`config.mk`:
```
export PLATFORM = sky130hd
export DESIGN_NAME = rr_arbiter_n
export DESIGN_NICKNAME = d
export VERILOG_FILES = /design/src/rtl/arb_pkg.sv /design/src/rtl/rr_pick.sv /design/src/rtl/rr_arbiter_n.sv
export SDC_FILE = /design/constraint.sdc
export NUM_CORES = 1
export LEC_CHECK = 0
export ABC_CLOCK_PERIOD_IN_PS = 1800
export BUFFER_PORTS_ARGS = -buffer_cell sky130_fd_sc_hd__buf_2
export CORE_AREA = 10 10 47 49
export DETAILED_ROUTE_END_ITERATION = 8
export DIE_AREA = 0 0 57 59
export GPL_TIMING_DRIVEN = 1
export MAX_ROUTING_LAYER = met4
export PLACE_DENSITY = 0.71
export SLEW_MARGIN = 20
export SYNTH_ARGS = -nofsm -noshare
export SYNTH_HDL_FRONTEND = slang
export SYNTH_SLANG_ARGS = --single-unit
```
`constraint.sdc`:
```
create_clock -name clk -period 1.8 [get_ports clk]
set_clock_uncertainty 0.05 [all_clocks]
set_input_delay 0.09 -clock clk [delete_from_list [all_inputs] [get_ports clk]]
set_output_delay 0.09 -clock clk [all_outputs]
set_load 0.02 [all_outputs]
```
`src/rtl/arb_pkg.sv`:
```
// rtl/arb_pkg.sv - shared limits, width helper and hold-counter type for the round-robin arbiter
package arb_pkg;

    localparam int ARB_MAX_REQ  = 32;
    localparam int ARB_MAX_HOLD = 255;

    // Widest hold counter any legal MAX_HOLD can need.
    typedef logic [$clog2(ARB_MAX_HOLD+1)-1:0] arb_hold_t;

    function automatic int clog2_min1(input int n);
        return (n <= 2) ? 1 : $clog2(n);
    endfunction

endpackage

```
`src/rtl/rr_pick.sv`:
```
// rtl/rr_pick.sv - combinational rotating priority encoder: first set req bit at or after start, with wrap
module rr_pick
    import arb_pkg::*;
#(
    parameter  int N_REQ = 4,
    localparam int IDX_W = clog2_min1(N_REQ)
) (
    input  logic [N_REQ-1:0] req,
    input  logic [IDX_W-1:0] start,
    output logic [N_REQ-1:0] pick,
    output logic [IDX_W-1:0] pick_idx,
    output logic             any
);

    logic [2*N_REQ-1:0] w_req2;
    logic [N_REQ-1:0]   w_rot;
    logic [IDX_W:0]     w_sum;

    // Rotating the doubled vector puts index start at bit 0.
    assign w_req2 = {req, req};
    assign w_rot  = N_REQ'(w_req2 >> start);
    assign any    = |req;

    always_comb begin
        w_sum = '0;
        for (int i = N_REQ - 1; i >= 0; i--) begin
            if (w_rot[i]) begin
                w_sum = {1'b0, start} + (IDX_W+1)'(i);
            end
        end
        if (w_sum >= (IDX_W+1)'(N_REQ)) begin
            w_sum = w_sum - (IDX_W+1)'(N_REQ);
        end
        pick_idx = w_sum[IDX_W-1:0];
        pick     = any ? (N_REQ'(1) << pick_idx) : '0;
    end

endmodule

```
`src/rtl/rr_arbiter_n.sv`:
```
// rtl/rr_arbiter_n.sv - N-way round-robin arbiter with burst hold and registered one-hot/encoded grant
// Optional owner lock input when ARB_LOCK_EN is defined.
module rr_arbiter_n
    import arb_pkg::*;
#(
    parameter  int N_REQ    = 4,
    parameter  int MAX_HOLD = 1,
    localparam int IDX_W    = clog2_min1(N_REQ)
) (
    input  logic             clk,
    input  logic             reset,
    input  logic [N_REQ-1:0] request,
`ifdef ARB_LOCK_EN
    input  logic             lock,
`endif
    output logic [N_REQ-1:0] grant,
    output logic             grant_valid,
    output logic [IDX_W-1:0] grant_idx
);

    localparam int HOLD_W = $clog2(MAX_HOLD + 1);

    if (N_REQ < 2 || N_REQ > ARB_MAX_REQ) begin : g_bad_nreq
        $error("rr_arbiter_n: N_REQ must be in 2..32");
    end
    if (MAX_HOLD < 1 || MAX_HOLD > ARB_MAX_HOLD) begin : g_bad_hold
        $error("rr_arbiter_n: MAX_HOLD must be in 1..255");
    end

    logic [N_REQ-1:0]  r_grant;
    logic              r_grant_valid;
    logic [IDX_W-1:0]  r_grant_idx;
    logic [IDX_W-1:0]  r_ptr;
    logic [HOLD_W-1:0] r_hold_cnt;

    logic [IDX_W-1:0]  w_start;
    logic [N_REQ-1:0]  w_pick;
    logic [IDX_W-1:0]  w_pick_idx;
    logic              w_any;
    logic              w_owner_req;
    logic              w_others;
    logic              w_hold_ok;
    logic              w_lock_hold;

    assign w_start = (r_ptr == IDX_W'(N_REQ - 1)) ? '0 : r_ptr + 1'b1;

    rr_pick #(.N_REQ(N_REQ)) u_pick (
        .req      (request),
        .start    (w_start),
        .pick     (w_pick),
        .pick_idx (w_pick_idx),
        .any      (w_any)
    );

    // r_grant is one-hot on the owner whenever valid, so it doubles as the owner mask.
    assign w_owner_req = r_grant_valid && |(request & r_grant);
    assign w_others    = |(request & ~r_grant);
    assign w_hold_ok   = w_owner_req && ((r_hold_cnt < HOLD_W'(MAX_HOLD)) || !w_others);

`ifdef ARB_LOCK_EN
    assign w_lock_hold = lock && w_owner_req;
`else
    assign w_lock_hold = 1'b0;
`endif

    always_ff @(posedge clk) begin
        if (!reset) begin
            r_grant       <= '0;
            r_grant_valid <= 1'b0;
            r_grant_idx   <= '0;
            r_ptr         <= IDX_W'(N_REQ - 1);
            r_hold_cnt    <= '0;
        end else if (w_lock_hold) begin
            r_hold_cnt <= r_hold_cnt;
        end else if (w_hold_ok) begin
            if (r_hold_cnt != HOLD_W'(MAX_HOLD)) begin
                r_hold_cnt <= r_hold_cnt + 1'b1;
            end
        end else if (w_any) begin
            r_grant       <= w_pick;
            r_grant_valid <= 1'b1;
            r_grant_idx   <= w_pick_idx;
            r_ptr         <= w_pick_idx;
            r_hold_cnt    <= HOLD_W'(1);
        end else begin
            // Pointer is kept so priority resumes after the last owner.
            r_grant       <= '0;
            r_grant_valid <= 1'b0;
            r_grant_idx   <= '0;
            r_hold_cnt    <= '0;
        end
    end

    assign grant       = r_grant;
    assign grant_valid = r_grant_valid;
    assign grant_idx   = r_grant_idx;

endmodule

```
==> flow_summary.yaml <==
run_status:
  status: "complete, no violations"
yosys:
  synth_edf_count: 0
  yosysWarnings: 0
  ys_seq_area_frac: 0.386
  synth_area_um2: 519
  synthesis.nets: 68
  ys_ff_latch: 10
  yosys.cell_types.count: 24
  synthFlopType: "dfxtp_1"
  synthArstFlopShare: 0
  synth.avg_cell_area_um2: 8.51
  syn_inst: 61
setup_path:
  critical_path_class: "flop to flop"
  r2r_slack_ps: 120
  cp-end-kind: "flop"
  arrival_ps: 1810
  r2r_end: "grant[1]"
  worstPathRequired_ps: 1930
  critPathCapture: "grant[1]"
  path_max_fanout: 6
  cp-startpoint: "r_ptr[0]"
  r2r_cells: 6
  cp-start-kind: "flop"
  timing.rr.start: "r_ptr[0]"
cts:
  cts_setup_buffers: 0
  ctsHoldBuffers: 0
  clockBufferDepth: 2
  clk_pin_slew_ps: 60
  insertion_delay_ps: 260
  cts_tree: "yes"
  cts_made_buffers: 3
  root_buffer: "clkbuf_4"
  cts-resized-gates: 1
  htree_levels: 1
  clock_sinks: 10
floorplan:
  row_count: 14
  core_area_mm2: 0.00140
  fp.dieH_um: 59
  dieArea_mm2: 0.00336
  io_pins: 13
  chipWidth_um: 57
  initial_core_util: 0.371
power_and_ir_drop:
  p_per_area_mw_per_mm2: 1300
  leakage_nw: 0.286
  peakVddDrop_mv: 0.511
route:
  ant_nets: 0
  wl_per_cell_um: 13.5
  via_per_inst: 5.57
  vias: 512
  drc: 0
  finalWirelength_um: 1240
  drt_iter0_drc: 25
  first_pass_iters: 4
layout:
  drive_above_1_share: 0.250
  area.growth.synth_to_final_pct: 20.7
  final_common_cell: "buf_2"
  mostFrequentLayoutCells: "12 x buf_2, 11 x nand2_1, 10 x dfxtp_1"
  fin_nets: 85
  nFillCells: 143
  final_cells: 92
  final_util: 0.447
  num_antenna_cells: 0
placement:
  gp_congestion: 0.802
  port_buffers: 12
  post-place-ws_ps: 7.84
  dp_cells: 89
  dpl.hpwl_um: 935
timing:
  fin_ws_ps: 124
  max_freq_mhz: 597
  relSlewSlack: 0.715
  worstMarginPinSlew_ps: 427
  rsz0062_at_grt: "no"
  min_period_ps: 1680
  finalCritPeriodShare: 0.931
  hold_viol: 0
  report.final.slew_viol_count: 0
  final-setup-viol-count: 0
  final.setup.tns_ps: 0
grt:
  antenna_found_initial: 0
  grt-ovfl-total: 0
  first_global_vias: 501
  grt_util_all_layers: 0.0820
  grt_max_degree: 13
  grt_pass1_wl_um: 2150
min_path:
  hold_class: "primary input to flop"
flow_run:
  cap_viol_max_count: 0
## power breakdown
group | internal, W | switching, W
clock network | 0.0000771 | 0.0000728
registers | 0.000270 | 0.0000380
logic | 0.000156 | 0.000199
## synth_stat cells (all sizes together), types with 2 or more instances
master / instances / share of area
a21bo: 2 / 0.039
a21oi: 3 / 0.029
a22oi: 2 / 0.029
and2: 2 / 0.024
dfxtp: 10 / 0.39
inv: 2 / 0.014
mux2i: 2 / 0.039
nand2: 11 / 0.080
nand2b: 6 / 0.072
nand3: 2 / 0.019
nor2: 2 / 0.014
nor2b: 2 / 0.024
o22ai: 4 / 0.048
## critical path, cell delays in order, from the launching register on
cell and delay [ps]:
dfxtp_1 340, ha_1 230, or3b_1 350, a21oi_1 220, nor3_2 110, nand2b_1 160
o22ai_1 150
## cell families after synthesis
kind of cell | after synthesis | synth area share
compound gates | 15 | 0.222
fa+ha+maj | 1 | 0.0241
buf+inv | 4 | 0.0434
flops | 10 | 0.386
mux | 2 | 0.0386
simple gates | 29 | 0.287
## cell type report
class	instances	area, um2	share of cell area
Clock buffer	3	22.5	0.0359
Inverter	2	7.51	0.0120
Timing Repair Buffer	14	75.1	0.120
Sequential cell	10	200	0.319
Tap cell	16	20.0	0.0319
Multi-Input combinational cell	47	302	0.481
## sequential cells by signal (all words and copies together) (netlist names)
name         count
grant            4
grant_idx        2
r_ptr            2
grant_valid      1
r_hold_cnt       1
## metrics by stage
stage | cell area [um2] | hold WS, ps | total power (W)
final | 627 | 39.5 | 0.000814
after global routing | 627 | 61.6 | 0.000875
after CTS | 627 | 33.1 | 0.000823
after detailed placement | 599 | 309 | 0.000662
after global placement | 599 | 307 | 0.000656
after floorplan | 519 | 184 | 0.000557
## metal layers
layer  vias to the layer above  GRT usage  wire, um
li1                        251          -         -
met1                       234     0.0885       555
met3                         5     0.0300        87
met2                        22      0.126       564
met4                         0     0.0503        31
met5                         -          -         0
## worst min-delay path by stage
stage                      from          end  slack [ps]  depth (start not counted)
after floorplan           reset  grant_valid         180                          1
after global placement    reset     r_ptr[0]         310                          2
after detailed placement  reset     r_ptr[0]         310                          2
after CTS                 reset     r_ptr[0]          30                          2
after global routing      reset     r_ptr[0]          60                          2
final                     reset     r_ptr[0]          40                          2
Note: power is estimated with default switching activity, not from simulation.
